### config.mk
export PLATFORM = sky130hd
export DESIGN_NAME = fetch_bpred
export DESIGN_NICKNAME = d
export VERILOG_FILES = /design/src/rtl/cpu_pkg.sv /design/src/rtl/bht_ctr.sv /design/src/rtl/fetch_bpred.sv
export SDC_FILE = /design/constraint.sdc
export NUM_CORES = 1
export LEC_CHECK = 0
export CAP_MARGIN = 20
export CORE_MARGIN = 4
export CORE_UTILIZATION = 35
export DETAILED_ROUTE_END_ITERATION = 16
export PLACE_DENSITY = 0.65
export SYNTH_ARGS = -nofsm -noshare
export SYNTH_HDL_FRONTEND = slang
export SYNTH_HIERARCHICAL = 1
export SYNTH_SLANG_ARGS = --single-unit
### constraint.sdc
create_clock -name clk -period 5.5 [get_ports clk]
set_input_delay 0.825 -clock clk [delete_from_list [all_inputs] [get_ports clk]]
set_output_delay 0.825 -clock clk [all_outputs]
set_load 0.01 [all_outputs]
### src/rtl/cpu_pkg.sv
// cpu_pkg: shared opcodes, prediction-mode encodings and immediate helpers for the MIPS pipeline
package cpu_pkg;
  localparam logic [5:0] OP_RTYPE = 6'h00;
  localparam logic [5:0] OP_BEQ = 6'h04;
  localparam logic [5:0] OP_BNE = 6'h05;
  localparam logic [5:0] OP_LW = 6'h23;
  localparam logic [5:0] OP_SW = 6'h2b;
  localparam int PRED_NT = 0;
  localparam int PRED_BTFN = 1;
  localparam int PRED_BHT = 2;
  function automatic logic [31:0] sext_shl2(input logic [15:0] imm);
    return {{14{imm[15]}}, imm, 2'b00};
  endfunction
endpackage

### src/rtl/bht_ctr.sv
// bht_ctr: array of saturating counters with one async read port and one sync update port
module bht_ctr #(
  parameter int DEPTH = 64,
  parameter int CTR_BITS = 2
) (
  input  logic                     clk,
  input  logic                     rst,
  input  logic [$clog2(DEPTH)-1:0] rd_idx_i,
  output logic [CTR_BITS-1:0]      rd_ctr_o,
  input  logic                     upd_en_i,
  input  logic [$clog2(DEPTH)-1:0] upd_idx_i,
  input  logic                     upd_taken_i
);
  localparam logic [CTR_BITS-1:0] INIT = CTR_BITS'((1 << (CTR_BITS - 1)) - 1);
  localparam logic [CTR_BITS-1:0] MAX = '1;
  logic [CTR_BITS-1:0] ctr_q [DEPTH];
  logic [CTR_BITS-1:0] cur, nxt;
  assign rd_ctr_o = ctr_q[rd_idx_i];
  assign cur = ctr_q[upd_idx_i];
  assign nxt = upd_taken_i ? (cur == MAX ? cur : cur + 1'b1) : (cur == '0 ? cur : cur - 1'b1);
  always_ff @(posedge clk) begin
    if (rst) begin
      for (int i = 0; i < DEPTH; i++) ctr_q[i] <= INIT;
    end else if (upd_en_i) begin
      ctr_q[upd_idx_i] <= nxt;
    end
  end
endmodule

### src/rtl/fetch_bpred.sv
// fetch_bpred: IF stage owning the PC and IF/ID register, with selectable branch prediction
module fetch_bpred
  import cpu_pkg::*;
#(
  parameter logic [31:0] RESET_PC = 32'd0,
  parameter int PRED_MODE = PRED_BHT,
  parameter int BHT_DEPTH = 64,
  parameter int CTR_BITS = 2,
  parameter logic [5:0] BR_OPCODE = OP_BEQ
) (
  input  logic        clk,
  input  logic        rst,
  output logic [31:0] imem_addr,
  input  logic [31:0] imem_data,
  input  logic        stall,
  input  logic        res_valid,
  input  logic [31:0] res_pc,
  input  logic        res_taken,
  input  logic        res_pred,
  input  logic [31:0] res_target,
  output logic        flush,
  output logic        id_valid,
  output logic [31:0] id_inst,
  output logic [31:0] id_pc4,
  output logic        id_pred
);
  localparam int IW = $clog2(BHT_DEPTH);
  logic [31:0] pc_q, pc_d, pc4, tgt, id_inst_q, id_pc4_q;
  logic id_valid_q, id_pred_q, is_br, pred, mispredict;
  logic [CTR_BITS-1:0] ctr;
  assign imem_addr = pc_q;
  assign pc4 = pc_q + 32'd4;
  assign is_br = imem_data[31:26] == BR_OPCODE;
  assign tgt = pc4 + sext_shl2(imem_data[15:0]);
  assign pred = is_br && (PRED_MODE == PRED_BTFN ? imem_data[15] :
                          PRED_MODE == PRED_BHT ? ctr[CTR_BITS-1] : 1'b0);
  assign mispredict = res_valid && (res_taken != res_pred);
  assign flush = mispredict && !rst;
  assign id_valid = id_valid_q;
  assign id_inst = id_inst_q;
  assign id_pc4 = id_pc4_q;
  assign id_pred = id_pred_q;
  always_comb begin
    pc_d = mispredict ? (res_taken ? res_target : res_pc + 32'd4) :
           stall ? pc_q :
           pred ? tgt : pc4;
  end
  // counters are only trained in dynamic mode; other modes keep them at reset value
  bht_ctr #(.DEPTH(BHT_DEPTH), .CTR_BITS(CTR_BITS)) u_bht (
    .clk(clk),
    .rst(rst),
    .rd_idx_i(pc_q[IW+1:2]),
    .rd_ctr_o(ctr),
    .upd_en_i(res_valid && PRED_MODE == PRED_BHT),
    .upd_idx_i(res_pc[IW+1:2]),
    .upd_taken_i(res_taken)
  );
  always_ff @(posedge clk) begin
    if (rst) begin
      pc_q <= RESET_PC;
      id_valid_q <= 1'b0;
      id_inst_q <= '0;
      id_pc4_q <= '0;
      id_pred_q <= 1'b0;
    end else begin
      pc_q <= pc_d;
      if (mispredict) begin
        id_valid_q <= 1'b0;
        id_inst_q <= '0;
        id_pc4_q <= '0;
        id_pred_q <= 1'b0;
      end else if (!stall) begin
        id_valid_q <= 1'b1;
        id_inst_q <= imem_data;
        id_pc4_q <= pc4;
        id_pred_q <= pred;
      end
    end
  end
endmodule

Word-level counts from Yosys, hierarchy flattened

Memory sizes are Yosys's and may differ from the RTL's. A register that Yosys moved wholly into a read port is not among the register bits.
Cells that the tools add are included.

Reduce and logical (&&, ||, !) cells: 7
Multiplexer cells: 17
Eq/ne operators: 4
Add/sub/neg operators: 5

Operators with widths:

| cell                    | number |
|---|---|
| $mux W32                | 4 |
| $add A32 B3 Y32 const B | 2 |
| $add A32 B32 Y32        | 1 |
| $mux W6                 | 3 |
| $mux W2                 | 4 |
| $eq A6 B3 Y1 const B    | 1 |
| $mux W1                 | 6 |
| $reduce_or A2 Y1        | 2 |
| $logic_and A1 B1 Y1     | 3 |
| $add A2 B1 Y2 const B   | 1 |
| $eq A2 B2 Y1 const B    | 1 |
| $logic_not A2 Y1        | 1 |
| $ne A2 B1 Y1 const B    | 1 |
| $sub A2 B1 Y2 const B   | 1 |
| $logic_not A1 Y1        | 1 |
| $ne A1 B1 Y1            | 1 |

Bits of input ports: 102
Logic and storage cells: 39
Memories: 1
Bits in writable memories: 128
Output and inout bits: 99
Register bits: 98

Memories:

| memory      | words | bits a word | read ports | clocked after memory_dff | write ports | RTL line      | source |
|---|---|---|---|---|---|---|---|
| u_bht.ctr_q | 64    | 2           | 2          | 1                        | 64          | bht_ctr.sv:16 | `logic [CTR_BITS-1:0] ctr_q [DEPTH];` |

Depth between registers and ports, before layout

Gate-level depths: netlist of run 1.

Word-level depth: 7
Gate-level depth with buffers: 16
Mapped depth without buffers: 15

Modules after synthesis

The synthesis of run 1 kept the hierarchy.

Modules (own cells, without submodules):

| module      | area an instance (sq um) | cells each | seq. area each (sq um) | instances |
|---|---|---|---|---|
| bht_ctr     | 7,632.3                  | 638        | 3,843.7                | 1 |
| fetch_bpred | 7,204.4                  | 915        | 1,961.9                | 1 |

Worst setup path before layout of run 1

Ideal clock, no wire load.

Path kind: register -> register
Start: register pc_q[2], in the netlist imem_addr[2]
End: register pc_q[19], in the netlist imem_addr[19]
Buffers on the path: 4
Cell stages (with the launch flop): 14
Slack: 1.743 ns
Period minus slack after synthesis: 3.757 ns
Data required time: 5.383 ns
Arrival: 3.640 ns
Library setup time: 0.117 ns
Cells stage by stage: dfxtp_1 clkbuf_1 buf_2 mux4_2 mux4_2 nor2b_1 a211oi_1 a21oi_1 nor4bb_1 nand2_1 clkbuf_1 clkbuf_1 o21ai_0 a32o_1

Longest elaborated chain between the ends: 5

RTL lines:

| element                  | RTL line          | source |
|---|---|---|
| start: declaration       | fetch_bpred.sv:28 | `logic [31:0] pc_q, pc_d, pc4, tgt, id_inst_q, id_pc4_q;` |
| start signal: assignment | fetch_bpred.sv:66 | `pc_q <= pc_d;` |
| $add A32 B3 Y32 (*)      | fetch_bpred.sv:32 | `assign pc4 = pc_q + 32'd4;` |
| $add A32 B32 Y32         | fetch_bpred.sv:34 | `assign tgt = pc4 + sext_shl2(imem_data[15:0]);` |
| $mux W32 (*)             | fetch_bpred.sv:46 | `pred ? tgt : pc4;` |
| $mux W32 (*)             | fetch_bpred.sv:45 | `stall ? pc_q :` |
| $mux W32 (*)             | fetch_bpred.sv:44 | `pc_d = mispredict ? (res_taken ? res_target : res_pc + 32'd4) :` |

Every way passes the cells marked *; elsewhere a longest branch is shown, timed or not. The select of a mux whose other input is x is not followed.
A chain may end at the register's enable or synchronous reset.

Worst setup path after layout of run 1

Start: register pc_q[6], in the netlist imem_addr[6]
End: register pc_q[31], in the netlist imem_addr[31]

Longest elaborated chain between the ends: 5

RTL lines:

| element          | RTL line |
|---|---|
| $add A32 B3 Y32  | fetch_bpred.sv:32 |
| net pc4[24]      | fetch_bpred.sv:28 |
| $add A32 B32 Y32 | fetch_bpred.sv:34 |
| $mux W32         | fetch_bpred.sv:46 |
| $mux W32         | fetch_bpred.sv:45 |
| $mux W32         | fetch_bpred.sv:44 |

The timed path passes the listed nets, and every way through them passes these cells. The select of a mux whose other input is x is not followed.

==> results of run 1 <==
==> worst max-delay path, delay by kind of cell, from the launching register on <==
kind	cells	cell delay (ns)
and+or+nand+nor	6	1.48
DFF	1	0.60
adders and majority gates	1	0.44
AOI/OAI and AO/OA	5	1.33
xor gates and xnor gates	1	0.48
==> power by group <==
| part | leakage, nW | internal [mW] | switching [mW] |
|---|---|---|---|
| clock | 0.487 | 1.20 | 0.771 |
| sequential | 1.95 | 1.85 | 0.0636 |
| combinational | 3.82 | 0.426 | 0.586 |
| total | 6.26 | 3.48 | 1.42 |
==> cell type report <==
| class | instances | area, µm² |
|---|---|---|
| Multi-Input combinational cell | 1159 | 7823 |
| Clock inverter | 14 | 200.2 |
| Clock buffer | 36 | 784.5 |
| Fill cell | 3905 | 22490 |
| Inverter | 22 | 82.58 |
| Tap cell | 525 | 656.9 |
| Timing Repair Buffer | 242 | 2342 |
| Sequential cell | 226 | 5806 |
==> through the flow <==
stage | cells | setup slack [ns]
final | 2224 | 1.096
after detailed placement | 2174 | 0.8471
after global routing | 2224 | 0.8691
after floorplan | 1532 | 1.878
after CTS | 2224 | 1.141
after global placement | 2174 | 0.9535
==> worst paths after layout <==
| kind | slack [ns] | start | end | depth (start not counted) |
|---|---|---|---|---|
| worst max register to register | 1.10 | imem_addr[6]$_SDFFE_PP0N_ | imem_addr[31]$_SDFFE_PP0N_ | 13 |
| worst max-delay path | 1.10 | imem_addr[6]$_SDFFE_PP0N_ | imem_addr[31]$_SDFFE_PP0N_ | 13 |
| worst min-delay path | 0.45 | id_pc4[29]$_SDFFE_PP0N_ | id_pc4[29]$_SDFFE_PP0N_ | 2 |
| worst min register to register | 0.45 | id_pc4[29]$_SDFFE_PP0N_ | id_pc4[29]$_SDFFE_PP0N_ | 2 |
==> routing by layer <==
metal,GRT usage (%),vias to the layer above
met5,0,-
met4,4.717,2
met3,4.048,89
met2,36.15,675
met1,29.13,6301
li1,-,5966
==> state kept, by name, summed over array words and instances, names as in the netlist <==
register and cells:
u_bht/ctr_q 128, id_pc4 32, id_valid 1, id_pred 1, imem_addr 32, id_inst 32
==> results.txt, run 1 <==
Total die area: 0.04434 mm²
Worst-path clk slew: 0.06 ns
Area growth from synthesis to layout: 23.19%
Initial Util: 35.74%
CTS tree: done
Row count: 73
Rel. slew slack: 24.49%
Final #Nets: 1818
Final core utilization: 44.03%
Final Max Slew Viols: 0
Total core area: 0.04019 mm²
Worst Tran Pin Value: 1.128 ns
Design Power: 4.898 mW
RSZ-0062 raised after global routing: no
Commonest non-fill, non-tap cells in the layout: clkdlybuf4s50_1 (197), nor2_1 (174), nand2_1 (147), edfxtp_1 (128), dfxtp_1 (98)
Met2 Wirelength: 23.71 mm
GRT Residual Overflow: 0
Detailed Place HPWL: 37.00 mm
CTS hold repair buffers: 0
Worst Path Arrival: 4.88 ns
First-pass GRT wire length: 76.06 mm
# diodes: 0
Status: finished clean
Post-CTS setup buffer count: 0
Post-CTS Resized: 0
Hold_ws: 0.4520 ns
Placer Congestion: 0.9372
Kind of critical path: reg2reg
Clk buf depth: 3
Startpoint Class: flip-flop
Count of input and output buffers: 200
Drt total wl: 50.12 mm
Synthesis warning total: 6
Via density: 5.860
Synthesized area per cell: 9.376 µm²
Vias post-DR: 13030
Tmin final: 4.404 ns
Setup TNS: 0 ns
Clock sink count: 226
Critical path endpoint category: flip-flop
Antenna Nets Post-Route: 0
Max Used Layer: met5
Syn Nets: 1672
CP max-delay cell: dfxtp_1
DP Area: 0.01671 mm²
GRT Util Overall: 21.54%
Share of cells above drive strength 1: 10.06%
Number of max-cap violations: 0
Period utilization: 80.07%
Die Wd: 210.6 µm
CTS Buf Count: 27
Wire length on met1: 20.75 mm
Data required time at the worst endpoint: 5.98 ns
Syn Inst Count: 1532
Setup violations, final: 0
Crit-path cells: and4_4, nand2_1, nor3_2, xor2_1, ha_1, and3_1, nor2b_1, o31ai_1, o21ai_0, a221o_1, a32o_1, a211o_1, nor4_2
Initial antenna violation count: 1
Later-pin clock latency in the skew report: 0.57 ns
I/O pin total: 201
Clock Skew: 0.01759 ns
Drt drc: 0
Most common cell after layout, fill and taps aside: clkdlybuf4s50_1
Chip height: 210.6 µm
Final hold violation count: 0
Hold Path Class: reg2reg
DRT iter0 DRCs: 1293
Max H-tree Level: 1
Fmax: 0.2271 GHz
Met3 WL post-DR: 4.614 mm
Largest net degree at the start of global routing: 67
Fin area: 0.01769 mm²
Max IR drop VDD: 0.0001953 V
WL/cell: 22.53 µm
Vias in the first global route: 12400
Root Buffer: clkbuf_16
Reported leakage power: 6.264 nW
Post-Syn Area: 0.01436 mm²
Pwr dens: 276.8 mW/mm²
CP max stage delay: 0.60 ns
CP Max Fanout: 11
Initial DRT Pass Iterations: 5
No activity file was read; power rests on OpenSTA's default activity.
==> inputs of run 2 (changes only) <==
clock period = 4.3 ns   (was 5.5 ns; I/O delays follow)
==> run 2 against run 1 <==
Effect of this change:
- count of clock-buffer cells in the layout decreased by 6
- global-route usage grew 0.40 points
- critical path depth is 1 higher
- sequential power grew 27%
- sequential share of layout area fell by 0.35 points
- clock power rose by 13%
- utilization grew 0.47 points
- maximum frequency rose by 8.9%
- routed wire length rose by 1.8%
- hold slack better by 0.014 ns
- non-clock buffer count up 36
- critical endpoint unchanged
==> results.txt, run 2 (same netlist as run 1, synthesis figures left out) <==
Int Pwr: 4.245 mW
Worst Path Arrival: 4.50 ns
Hold Path Class: reg2reg
Root Buffer: clkbuf_16
Max IR drop VDD: 0.0003602 V
Sw Pwr: 1.794 mW
Clock network fraction of total power: 36.8%
Initial DRT Pass Iterations: 5
Worst Tran Pin Value: 1.033 ns
Antenna Nets Post-Route: 0
Share of cells above drive strength 1: 11.66%
WL/cell: 22.58 µm
Tmin final: 4.044 ns
Initial antenna violation count: 1
Vias post-DR: 13150
Count of input and output buffers: 200
Setup violations, final: 0
CP max stage delay: 0.48 ns
I/O pin total: 201
CP Max Fanout: 6
GRT Residual Overflow: 0
Startpoint Class: flip-flop
Crit-path cells: and4_1, nand2_1, or3_1, nor2_2, xor2_2, ha_1, and3_1, nor2b_1, o31ai_1, o21ai_0, a221o_1, a32o_1, a211o_1, nor4_2
Area growth from synthesis to layout: 24.51%
Reported leakage power: 6.414 nW
Total core area: 0.04019 mm²
Final hold violation count: 0
Placer Congestion: 0.9678
DRT iter0 DRCs: 1490
First-pass GRT wire length: 77.19 mm
Largest net degree at the start of global routing: 75
Max H-tree Level: 1
Chip height: 210.6 µm
Comb power frac: 22.9%
Number of max-cap violations: 0
Final #Nets: 1853
Largest register by flop count: u_bht/ctr_q
Initial Util: 35.74%
RSZ-0062 raised after global routing: no
Clock Skew: 0.02591 ns
Via density: 5.819
Clk buf depth: 3
CP max-delay cell: dfxtp_1
CTS hold repair buffers: 0
Final core utilization: 44.50%
Status: finished clean
Drt total wl: 51.00 mm
Data required time at the worst endpoint: 4.76 ns
Clock sink count: 226
Switching Share: 29.71%
Kind of critical path: reg2reg
Vias in the first global route: 12460
Register share of total power: 40.3%
Drt drc: 0
Commonest non-fill, non-tap cells in the layout: clkdlybuf4s50_1 (197), nor2_1 (174), nand2_1 (147), edfxtp_1 (128), dfxtp_1 (98)
Later-pin clock latency in the skew report: 0.56 ns
GRT Util Overall: 21.93%
Most common cell after layout, fill and taps aside: clkdlybuf4s50_1
Worst-path clk slew: 0.06 ns
Fmax: 0.2473 GHz
Pwr dens: 337.7 mW/mm²
Final Max Slew Viols: 0
Die Wd: 210.6 µm
Critical path endpoint category: flip-flop
Detailed Place HPWL: 38.15 mm
Period utilization: 94.04%
Hold_ws: 0.4659 ns
CTS Buf Count: 26
Row count: 73
CTS tree: done
Rel. slew slack: 31.15%
Total die area: 0.04434 mm²
Largest register FFs: 128
Setup TNS: 0 ns
run 2: cell count changes in the layout (fill, tap and decap cells not counted), moves of 3 or more:
cell / change
clkinv_1: +3
buf_4: +32
clkinv_2: +4
buf_12: +4
clkbuf_16: -4
run 2: repair_timing:
action	4_1_cts	5_1_grt
endpoints found under the hold margin	0	0
buffers inserted	0	0
gates resized for setup	0	1
endpoints found under the setup margin	0	1
run 2: final timing paths:
path	start	to	slack, ns	cells after the start
worst max-delay path	imem_addr[13]$_SDFFE_PP0N_	imem_addr[31]$_SDFFE_PP0N_	0.26	14
worst min-delay path	id_pc4[29]$_SDFFE_PP0N_	id_pc4[29]$_SDFFE_PP0N_	0.47	2
worst max register to register	imem_addr[13]$_SDFFE_PP0N_	imem_addr[31]$_SDFFE_PP0N_	0.26	14
worst min register to register	id_pc4[29]$_SDFFE_PP0N_	id_pc4[29]$_SDFFE_PP0N_	0.47	2
run 2: cell type report:
type / instances / area, µm²
inverters: 22 / 82.58
diodes: 1 / 2.502
clock buffers: 30 / 665.6
clock inverters: 18 / 180.2
multi-input cells: 1159 / 7829
well taps: 525 / 656.9
flip-flops and latches: 226 / 5806
fillers: 3861 / 22300
repair buffers: 278 / 2663
run 2: layer usage:
| layer | routed length, µm | GRT usage (%) |
|---|---|---|
| met5 | 8 | 0 |
| met4 | 1466 | 5.924 |
| met3 | 4859 | 3.364 |
| met2 | 23050 | 35.30 |
| met1 | 21620 | 30.97 |
run 2: power by group through the flow:
stage | Clock (mW) | Combinational, mW | Sequential, mW
2_1_floorplan | 0 | 0.792 | 2.49
3_3_place_gp | 0 | 1.36 | 2.47
3_5_place_dp | 0 | 1.36 | 2.48
4_1_cts | 2.26 | 1.37 | 2.43
5_1_grt | 2.34 | 1.48 | 2.44
6_report | 2.22 | 1.38 | 2.43
run 2: stage by stage:
stage	area (µm²)	power (mW)	std cells	setup WS, ns
6_report	17880	6.039	2259	0.2564
5_1_grt	17880	6.257	2258	0.01548
4_1_cts	17880	6.062	2258	0.3043
3_5_place_dp	17030	3.839	2210	0.3242
3_3_place_gp	17030	3.830	2210	0.3291
2_1_floorplan	14360	3.279	1532	0.6784
run 2: worst max-delay path: cells and delay by family, from the launching register on:
kind                       cells  cell delay [ns]
AOI/OAI and AO/OA              5             1.31
xor gates and xnor gates       1             0.32
adders and majority gates      1             0.36
DFF                            1             0.48
and+or+nand+nor                7             1.49
